File: src/rtl/alu_unit_pkg.sv
// alu_unit_pkg: shared encodings and result record for the integer execute unit
//   ROB_BITS  default RoB tag width
//   CLS_*     operation class codes held in in_op[1:0]
//   F3_*      funct3 codes for ALU and branch operations
//   res_t     combinational result of one operation (value, jump flags, redirect PC)
package alu_unit_pkg;
  localparam int ROB_BITS = 4;
  localparam logic [1:0] CLS_U = 2'd0, CLS_I = 2'd1, CLS_B = 2'd2, CLS_R = 2'd3;
  localparam logic [5:0] OP_JAL = 6'b111111;
  localparam logic [2:0] F3_ADD = 3'd0, F3_SLL = 3'd1, F3_SLT = 3'd2, F3_SLTU = 3'd3,
                         F3_XOR = 3'd4, F3_SR = 3'd5, F3_OR = 3'd6, F3_AND = 3'd7;
  localparam logic [2:0] F3_BEQ = 3'd0, F3_BNE = 3'd1, F3_BLT = 3'd4, F3_BGE = 3'd5,
                         F3_BLTU = 3'd6, F3_BGEU = 3'd7;
  typedef struct packed {
    logic [31:0] value;
    logic        is_jump;
    logic        taken;
    logic [31:0] target;
  } res_t;
endpackage

File: src/rtl/alu_unit_core.sv
// alu_core: combinational ALU / branch / jump evaluation of the EX-stage operation
//   op_i    {funct7 bit, funct3, class}; 6'b111111 is JAL
//   jalr_i  I-class operation is JALR
//   vj_i, vk_i, imm_i, pc_i  operands, immediate and instruction PC
//   res_o   rd value, is_jump, taken and redirect target
module alu_core
  import alu_unit_pkg::*;
(
  input  logic [5:0]  op_i,
  input  logic        jalr_i,
  input  logic [31:0] vj_i,
  input  logic [31:0] vk_i,
  input  logic [31:0] imm_i,
  input  logic [31:0] pc_i,
  output res_t        res_o
);
  logic [1:0] cls;
  logic [2:0] f3;
  logic f7, br;
  logic [31:0] b, alu, sra;
  assign cls = op_i[1:0];
  assign f3 = op_i[4:2];
  assign f7 = op_i[5];
  assign b = cls == CLS_R ? vk_i : imm_i;
  // kept in its own signal so the shift stays arithmetic (a mixed ternary would make it unsigned)
  assign sra = $signed(vj_i) >>> b[4:0];
  always_comb begin
    case (f3)
      F3_ADD:  alu = (cls == CLS_R && f7) ? vj_i - b : vj_i + b;
      F3_SLL:  alu = vj_i << b[4:0];
      F3_SLT:  alu = {31'd0, $signed(vj_i) < $signed(b)};
      F3_SLTU: alu = {31'd0, vj_i < b};
      F3_XOR:  alu = vj_i ^ b;
      F3_SR:   alu = f7 ? sra : vj_i >> b[4:0];
      F3_OR:   alu = vj_i | b;
      default: alu = vj_i & b;
    endcase
  end
  always_comb begin
    case (f3)
      F3_BEQ:  br = vj_i == vk_i;
      F3_BNE:  br = vj_i != vk_i;
      F3_BLT:  br = $signed(vj_i) < $signed(vk_i);
      F3_BGE:  br = $signed(vj_i) >= $signed(vk_i);
      F3_BLTU: br = vj_i < vk_i;
      F3_BGEU: br = vj_i >= vk_i;
      default: br = 1'b0;
    endcase
  end
  // JAL's encoding overlaps an R-class opcode, so it is recognised first
  always_comb begin
    res_o.value = alu;
    res_o.is_jump = 1'b0;
    res_o.taken = 1'b0;
    res_o.target = 32'd0;
    if (op_i == OP_JAL) begin
      res_o.value = pc_i + 32'd4;
      res_o.is_jump = 1'b1;
      res_o.taken = 1'b1;
      res_o.target = pc_i + imm_i;
    end else if (cls == CLS_I && jalr_i) begin
      res_o.value = pc_i + 32'd4;
      res_o.is_jump = 1'b1;
      res_o.taken = 1'b1;
      res_o.target = (vj_i + imm_i) & ~32'd1;
    end else if (cls == CLS_B) begin
      res_o.value = 32'd0;
      res_o.is_jump = 1'b1;
      res_o.taken = br;
      res_o.target = pc_i + imm_i;
    end else if (cls == CLS_U) begin
      res_o.value = imm_i;
    end
  end
endmodule

File: src/rtl/alu_unit.sv
// alu_unit: two-stage execute unit (EX operand latch, OUT result hold until CDB grant)
//   clk_in, rst_in (async active-low), rdy_in (global pause), RoB_clear (flush)
//   in_*      operation offered by the reservation station; alu_ack frees the RS entry
//   cdb_*     result broadcast, held stable until cdb_grant
module alu_unit
  import alu_unit_pkg::*;
#(
  parameter int RoB_BITS = ROB_BITS
) (
  input  logic                clk_in,
  input  logic                rst_in,
  input  logic                rdy_in,
  input  logic                RoB_clear,
  input  logic                in_valid,
  output logic                in_ready,
  input  logic [5:0]          in_op,
  input  logic                in_jalr,
  input  logic [31:0]         in_vj,
  input  logic [31:0]         in_vk,
  input  logic [31:0]         in_imm,
  input  logic [31:0]         in_pc,
  input  logic [RoB_BITS-1:0] in_dest,
  output logic                alu_ack,
  output logic                cdb_valid,
  input  logic                cdb_grant,
  output logic [RoB_BITS-1:0] cdb_dest,
  output logic [31:0]         cdb_value,
  output logic                cdb_is_jump,
  output logic                cdb_taken,
  output logic [31:0]         cdb_target
);
  logic ex_valid_q, ex_valid_d, out_valid_q, out_valid_d, grant_take, ex_move;
  logic [5:0] ex_op_q;
  logic ex_jalr_q;
  logic [31:0] ex_vj_q, ex_vk_q, ex_imm_q, ex_pc_q;
  logic [RoB_BITS-1:0] ex_dest_q, out_dest_q;
  res_t res, out_res_q;
  alu_core u_core (
    .op_i(ex_op_q), .jalr_i(ex_jalr_q), .vj_i(ex_vj_q), .vk_i(ex_vk_q),
    .imm_i(ex_imm_q), .pc_i(ex_pc_q), .res_o(res)
  );
  assign grant_take = cdb_grant && out_valid_q;
  assign ex_move = ex_valid_q && (!out_valid_q || grant_take);
  assign in_ready = !ex_valid_q || ex_move;
  assign alu_ack = in_valid && in_ready && rdy_in && !RoB_clear;
  assign ex_valid_d = RoB_clear ? 1'b0 : alu_ack ? 1'b1 : ex_move ? 1'b0 : ex_valid_q;
  assign out_valid_d = RoB_clear ? 1'b0 : ex_move ? 1'b1 : grant_take ? 1'b0 : out_valid_q;
  always_ff @(posedge clk_in or negedge rst_in) begin
    if (!rst_in) begin
      ex_valid_q <= 1'b0;
      out_valid_q <= 1'b0;
      ex_op_q <= '0;
      ex_jalr_q <= 1'b0;
      ex_vj_q <= '0;
      ex_vk_q <= '0;
      ex_imm_q <= '0;
      ex_pc_q <= '0;
      ex_dest_q <= '0;
      out_dest_q <= '0;
      out_res_q <= '0;
    end else if (rdy_in) begin
      ex_valid_q <= ex_valid_d;
      out_valid_q <= out_valid_d;
      if (alu_ack) begin
        ex_op_q <= in_op;
        ex_jalr_q <= in_jalr;
        ex_vj_q <= in_vj;
        ex_vk_q <= in_vk;
        ex_imm_q <= in_imm;
        ex_pc_q <= in_pc;
        ex_dest_q <= in_dest;
      end
      if (ex_move) begin
        out_dest_q <= ex_dest_q;
        out_res_q <= res;
      end
    end
  end
  assign cdb_valid = out_valid_q;
  assign cdb_dest = out_dest_q;
  assign cdb_value = out_res_q.value;
  assign cdb_is_jump = out_res_q.is_jump;
  assign cdb_taken = out_res_q.taken;
  assign cdb_target = out_res_q.target;
endmodule

File: config.mk
export PLATFORM = sky130hd
export DESIGN_NAME = alu_unit
export DESIGN_NICKNAME = d
export VERILOG_FILES = /design/src/rtl/alu_unit_pkg.sv /design/src/rtl/alu_unit_core.sv /design/src/rtl/alu_unit.sv
export SDC_FILE = /design/constraint.sdc
export NUM_CORES = 1
export LEC_CHECK = 0
export BUFFER_PORTS_ARGS = -buffer_cell sky130_fd_sc_hd__buf_2
export CAP_MARGIN = 20
export CORE_UTILIZATION = 35
export CTS_CLUSTER_SIZE = 16
export DETAILED_ROUTE_END_ITERATION = 12
export PLACE_DENSITY = 0.52
export SYNTH_ARGS = -nofsm -noshare
export SYNTH_HDL_FRONTEND = slang
export SYNTH_SLANG_ARGS = --single-unit
export TNS_END_PERCENT = 5
File: constraint.sdc
create_clock -name clk_in -period 5.1 [get_ports clk_in]
set_input_delay 0 -clock clk_in [delete_from_list [all_inputs] [get_ports clk_in]]
set_output_delay 0 -clock clk_in [all_outputs]
set_load 0.03 [all_outputs]
Yosys cells after proc, flatten, opt, wreduce, memory -nomap -nowiden:

Index checks and enable logic that the tools add are counted.

* output and inout bits: 73
* register bits: 211
* logic and storage cells: 80
* bits of input ports: 145

* shifts and indexed selects: 3
* equality and inequality tests: 13
* multiplexer cells: 16
* reduce and logical (&&, ||, !) cells: 20
* add/subtract/negate cells: 5
* $lt $le $gt $ge: 6
* bitwise logic cells: 3

Operators by type and width (number)
* 32-bit one-hot mux with 7 select lines: 1
* 32-bit two-way mux: 5
* 66-bit two-way mux: 2
* 32-bit < comparator: 4
* 32-bit adder: 3
* 32-bit greater-or-equal comparator: 2
* 34-bit two-way mux: 1
* 32-bit by 3-bit adder with 32-bit output (second input constant): 1
* 32-bit AND: 1
* 32-bit equality test: 1
* 32-bit inequality test: 1
* 32-bit bitwise OR: 1
* 32-bit by 5-bit << shifter with 32-bit output: 1
* 32-bit by 5-bit >> shifter with 32-bit output: 1
* 32-bit by 5-bit >>> shifter with 32-bit output: 1
* 32-bit subtractor: 1
* 32-bit XOR: 1
* 3-bit equality test (second input constant): 4
* 2-bit AND reduction: 4
* 1-bit logical AND: 7
* 3-bit by 2-bit equality test with 1-bit output (second input constant): 2
* 6-bit equality test (second input constant): 1
* 1-bit two-way mux: 6
* 1-bit one-hot mux with 6 select lines: 1
* 8 further kinds: 13

Logic depth before layout (Yosys ltp):

* depth in word-level cells: 9
* depth in mapped cells: 21
* gate-level depth less buffers: 15

Modules after synthesis:

Synthesis repeated with hierarchy kept, for this count alone.

* cell total of the unflattened synthesis: 2610
* area total of the unflattened synthesis: 22431.5 µm²

Modules (own cells, without submodules)
* alu_core: instances 1, sequential area each 0.0 µm², cells each 2156, area each 14024.7 µm²
* alu_unit: instances 1, sequential area each 5280.1 µm², cells each 454, area each 8406.8 µm²

Worst setup path after synthesis:

Ideal clock, no wire load.

* path type: reg-to-reg
* from: register ex_op_q[0]
* to: register out_res_q, in the netlist cdb_value[16]
* data arrival time: 3993 ps
* slack: 983 ps
* required time: 4976 ps
* buffers on the path: 5
* stages on the path, launching flop included: 20
* clock period less this slack: 4117 ps
* setup time: 124 ps
* path through: dfrtp_1 -> buf_6 -> a21bo_2 -> and2_1 -> clkbuf_1 -> inv_1 -> buf_2 -> buf_1 -> clkbuf_1 -> ha_1 -> nand3_1 -> o211a_1 -> o311ai_0 -> a41o_1 -> a21oi_1 -> xnor2_1 -> a221o_1 -> o221ai_1 -> a21oi_1 -> o31a_1

* longest elaborated chain between the ends: 9
* elaborated cells between the ends (all ways): 23
* those cells by class: add/sub (2); eq/ne (4); shift (3); mux (8); bitwise (3); reduce/logical (3)

RTL lines
* start: declaration: RTL line alu_unit.sv:33 `logic [5:0] ex_op_q;`
* start signal: assignment: RTL line alu_unit.sv:65 `ex_op_q <= in_op;`
* 2-bit equality test: RTL line alu_unit_core.sv:24, alu_unit_core.sv:29
* 32-bit two-way mux: RTL line alu_unit_core.sv:24 `assign b = cls == CLS_R ? vk_i : imm_i;`
* 32-bit adder (tied with other cells): RTL line alu_unit_core.sv:29 `F3_ADD: alu = (cls == CLS_R && f7) ? vj_i - b : vj_i + b;`
* 32-bit two-way mux, on equally long branches: RTL line alu_unit_core.sv:29, alu_unit_core.sv:34
* 32-bit one-hot mux with 7 select lines: RTL line alu_unit_core.sv:28 `case (f3)`
* 32-bit two-way mux: RTL line alu_unit_core.sv:71 `end else if (cls == CLS_U) begin`
* 32-bit two-way mux: RTL line alu_unit_core.sv:66 `end else if (cls == CLS_B) begin`
* 66-bit two-way mux: RTL line alu_unit_core.sv:61 `end else if (cls == CLS_I && jalr_i) begin`
* 66-bit two-way mux *: RTL line alu_unit_core.sv:56 `if (op_i == OP_JAL) begin`
* end signal: assignment: RTL line alu_unit.sv:75 `out_res_q <= res;`
* end: declaration: RTL line alu_unit.sv:37 `res_t res, out_res_q;`

Every way passes the cells marked *; elsewhere a longest branch is shown, timed or not.
A chain may end at the register's enable or synchronous reset.

Worst setup path in the final report:

* from: register ex_op_q[1]
* to: register out_res_q, in the netlist cdb_value[28]

The elaborated chain is that of the path after synthesis.

==> results.md <==
- Post-synth net total: 3,115
- Syn Area/Cell: 8.05 um2
- Required @ worst endpoint: 5.57 ns
- Total power: 14,700 uW
- CTS buffer count: 28
- Crit. End Element: register
- Slew HR: about a fifth
- Critical-path cell list: nand2_1, buf_12, o21ai_0, inv_1, ha_1, inv_1, a21oi_1, o21bai_1, a21o_1, mux2i_1, o21ai_0, a211oi_1, nand3b_1, a21oi_1, o22ai_1
- Least-Margin Pin Slew: 1.18 ns
- DR iter-0 viols: 3,123
- H-tree Lvls: 1
- Chip Height: 255 um
- DP Wirelength: 96.1 mm
- Number of synthesized flops with an enable pin: 0
- Pins Over Slew Limit: 0
- Maxcap violations: 0
- Fraction of registers with async set or reset after synthesis: 100%
- FF-to-FF path depth: 15
- Antenna violations before repair: 6
- Via density per instance: 6.30
- Final RePlAce weighted congestion: 0.995
- Drt pass-1 iters: 6
- Final nets: 3,456
- WL final: 125 mm
- Seq cells post-synth: 211
- Cell Rows: 92
- DRC violation count after routing: 0
- Arrival time worst endpoint: 5.24 ns
- CTS sink cnt: around 210
- Final hold viol count: 0
- Setup bufs post-CTS: 0
- Final min period: between 4 and 5 ns
- Core area: between 60,000 and 70,000 um2
- Syn-to-layout area delta: 21.2%
- Max Fclk: about 210 MHz
- Total track usage: between 30% and 40%
- Hold Crit Class: input pin to async pin
- Mapped Cells: 2,782
- Slowest CP cell: a211oi_1
- Sequential cell area fraction in the yosys report: 23.6%
- CTS tree: yes
- VDD IR max: 0.313 mV
- Worst Path Max Fanout: 42
- ANT nets after route: 0
- Starting density of the core: between 30% and 40%
- FF-to-FF End: cdb_value[28]
- Post-synth top area share: 23.6%
- Die ar.: roughly 65,000 um2
- Flop-to-flop setup slack: 0.33 ns
- Main synth FF type: dfrtp_1
- Layout cells sized above 1: 17.7%
- Post-Syn Area: 22,400 um2
- Largest area contributor in the netlist: dfrtp_1
- Status: finished clean
- Worst Path Class, Setup: register to register
- Pin count of the biggest net entering global routing: 95
- Port bufs: 217
- Io pins: 218
- Post-route setup TNS: 0 ns
- Final setup fails: 0
- GRT overflow: 0
- Period utilisation layout: 93.5%
- Routed WL per cell: around 31 um
- Slowest stage delay, CP: a little over 0.7 ns
- Vias in the first global route: 23,700
- Nature of the critical path startpoint: register
- RSZ-0062 raised after global routing: no
- Post-synthesis cell type count: 100
- Power per cell area: 543 nW/um2
- Synthesis Warnings: 0
- Via count: 25,200
- Synth top area cells: dfrtp_1 24%, ha_1 10%, o21ai_0 5.2%
- RR Startpoint: ex_op_q[1]
- Leak Pwr: 0.0117 uW
- Die span in x: 255 um
- Clock Tree Buf Depth: 3
- Clk_skew: 0.0156 ns
- Clock root cell: clkbuf_16
- Clock transition at path regs: 0.07 ns
- Wire length of the first global-routing pass: approximately 170 mm
- Skew-Pair Late Insertion Delay: just under 0.6 ns
==> final cells by class <==
| cell class | instances | area [um2] |
|---|---|---|
| Antenna cell | 5 | 12.5 |
| Clock buffer | 34 | 733 |
| Clock inverter | 15 | 165 |
| Fill cell | 6358 | 36100 |
| Inverter | 145 | 544 |
| Multi-Input combinational cell | 2251 | 15800 |
| Sequential cell | 211 | 5280 |
| Tap cell | 846 | 1060 |
| Timing Repair Buffer | 486 | 3540 |
==> worst max-delay path, delay by kind of cell, from the launching register on <==
family / cells / cell delay, ns
AOI/OAI and AO/OA: 8 / 2.44
buffers and inverters: 3 / 0.59
adders and majority gates: 1 / 0.58
DFF: 1 / 0.43
and+or+nand+nor: 2 / 0.30
muxes: 1 / 0.23
==> placed cells by master (no fill, tap or decap), types with 28 or more instances in the layout <==
cell type	netlist	final
dfrtp_1	211	211
dlygate4sd3_1	0	143
mux4_2	33	33
o22ai_1	29	29
o211ai_1	32	32
nor2_1	208	204
mux2i_1	51	51
o21ai_0	233	233
a211oi_1	46	46
nor3_1	67	67
a21oi_1	227	227
xor2_1	38	38
a31oi_1	34	34
inv_1	142	141
a221oi_1	44	44
xnor2_1	79	79
a21o_1	50	50
nand3_1	67	67
buf_4	6	120
buf_2	23	216
nand2_1	288	288
ha_1	185	185
nand2b_1	42	42
mux2_2	82	82
clkbuf_16	0	28
==> logic make-up (layout without fill, tap and decap cells) <==
family	count (synthesis)	in the layout	share of synthesized area [%]
compound gates	965	965	28.6
xor+xnor	117	117	4.58
fa+ha+maj	188	188	10.6
buf+inv	320	680	5.93
flops	211	211	23.6
mux	168	168	9.91
other cells	0	5	0
simple gates	813	813	16.8
==> flip-flops by register name, summed over array words and instances (netlist names) <==
| signal | count |
|---|---|
| ex_pc_q | 32 |
| cdb_is_jump | 1 |
| cdb_value | 32 |
| ex_imm_q | 32 |
| cdb_valid | 1 |
| cdb_target | 32 |
| ex_vj_q | 32 |
| cdb_taken | 1 |
| ex_jalr_q | 1 |
| ex_valid_q | 1 |
| ex_op_q | 6 |
| ex_dest_q | 4 |
| cdb_dest | 4 |
| ex_vk_q | 32 |
==> metrics by stage <==
stage                     hold WS (ns)  instance area, um2  instances  worst slack (ns)  util (%)
after floorplan                 -0.296               22400       2782             0.983         -
after global placement           0.109               24800       3794             0.511      39.2
after global routing             0.151               27100       3988             0.297      42.9
final                           0.0595               27100       3993             0.334      42.9
after CTS                       0.0954               27100       3987             0.543      42.9
after detailed placement         0.121               24800       3795             0.586      39.2
==> what timing repair did <==
item                                    CTS  global route
hold buffers                            143             0
gates resized for setup                   0             0
endpoints found under the setup margin    0             0
endpoints found under the hold margin   232             0
==> layer usage <==
metal	up-vias	share of wire, %	track usage (%)
met5	-	0.026	0
met1	12500	43	51.4
li1	11000	-	-
met4	6	4.6	16.1
met2	1396	44	57.1
met3	249	8.7	6.65
==> report_power, final <==
group | internal [uW] | total, uW | switching (uW) | leakage [uW]
Sequential | 2140 | 2810 | 665 | 0.00255
Clock | 1130 | 2000 | 871 | 0.000427
Combinational | 3430 | 9930 | 6500 | 0.00876
Total | 6710 | 14700 | 8030 | 0.0117
==> synthesized netlist by cell type (44+ instances only) <==
master	n
nand2_1	288
o21ai_0	233
a21oi_1	227
dfrtp_1	211
nor2_1	208
ha_1	185
inv_1	142
clkbuf_1	118
mux2_2	82
xnor2_1	79
nand3_1	67
nor3_1	67
mux2i_1	51
a21o_1	50
a211oi_1	46
a221oi_1	44
==> worst max path at each step <==
| stage | start | cells past startpoint | slack [ns] | end |
|---|---|---|---|---|
| after CTS | ex_op_q[1] | 15 | 0.54 | cdb_value[28] |
| final | ex_op_q[1] | 15 | 0.33 | cdb_value[28] |
| after global placement | ex_op_q[1] | 15 | 0.51 | cdb_value[28] |
| after detailed placement | ex_op_q[1] | 12 | 0.59 | cdb_value[28] |
| after floorplan | ex_op_q[0] | 19 | 0.98 | cdb_value[16] |
| after global routing | ex_op_q[1] | 15 | 0.30 | cdb_value[28] |
(Power assumes the default switching activity.)
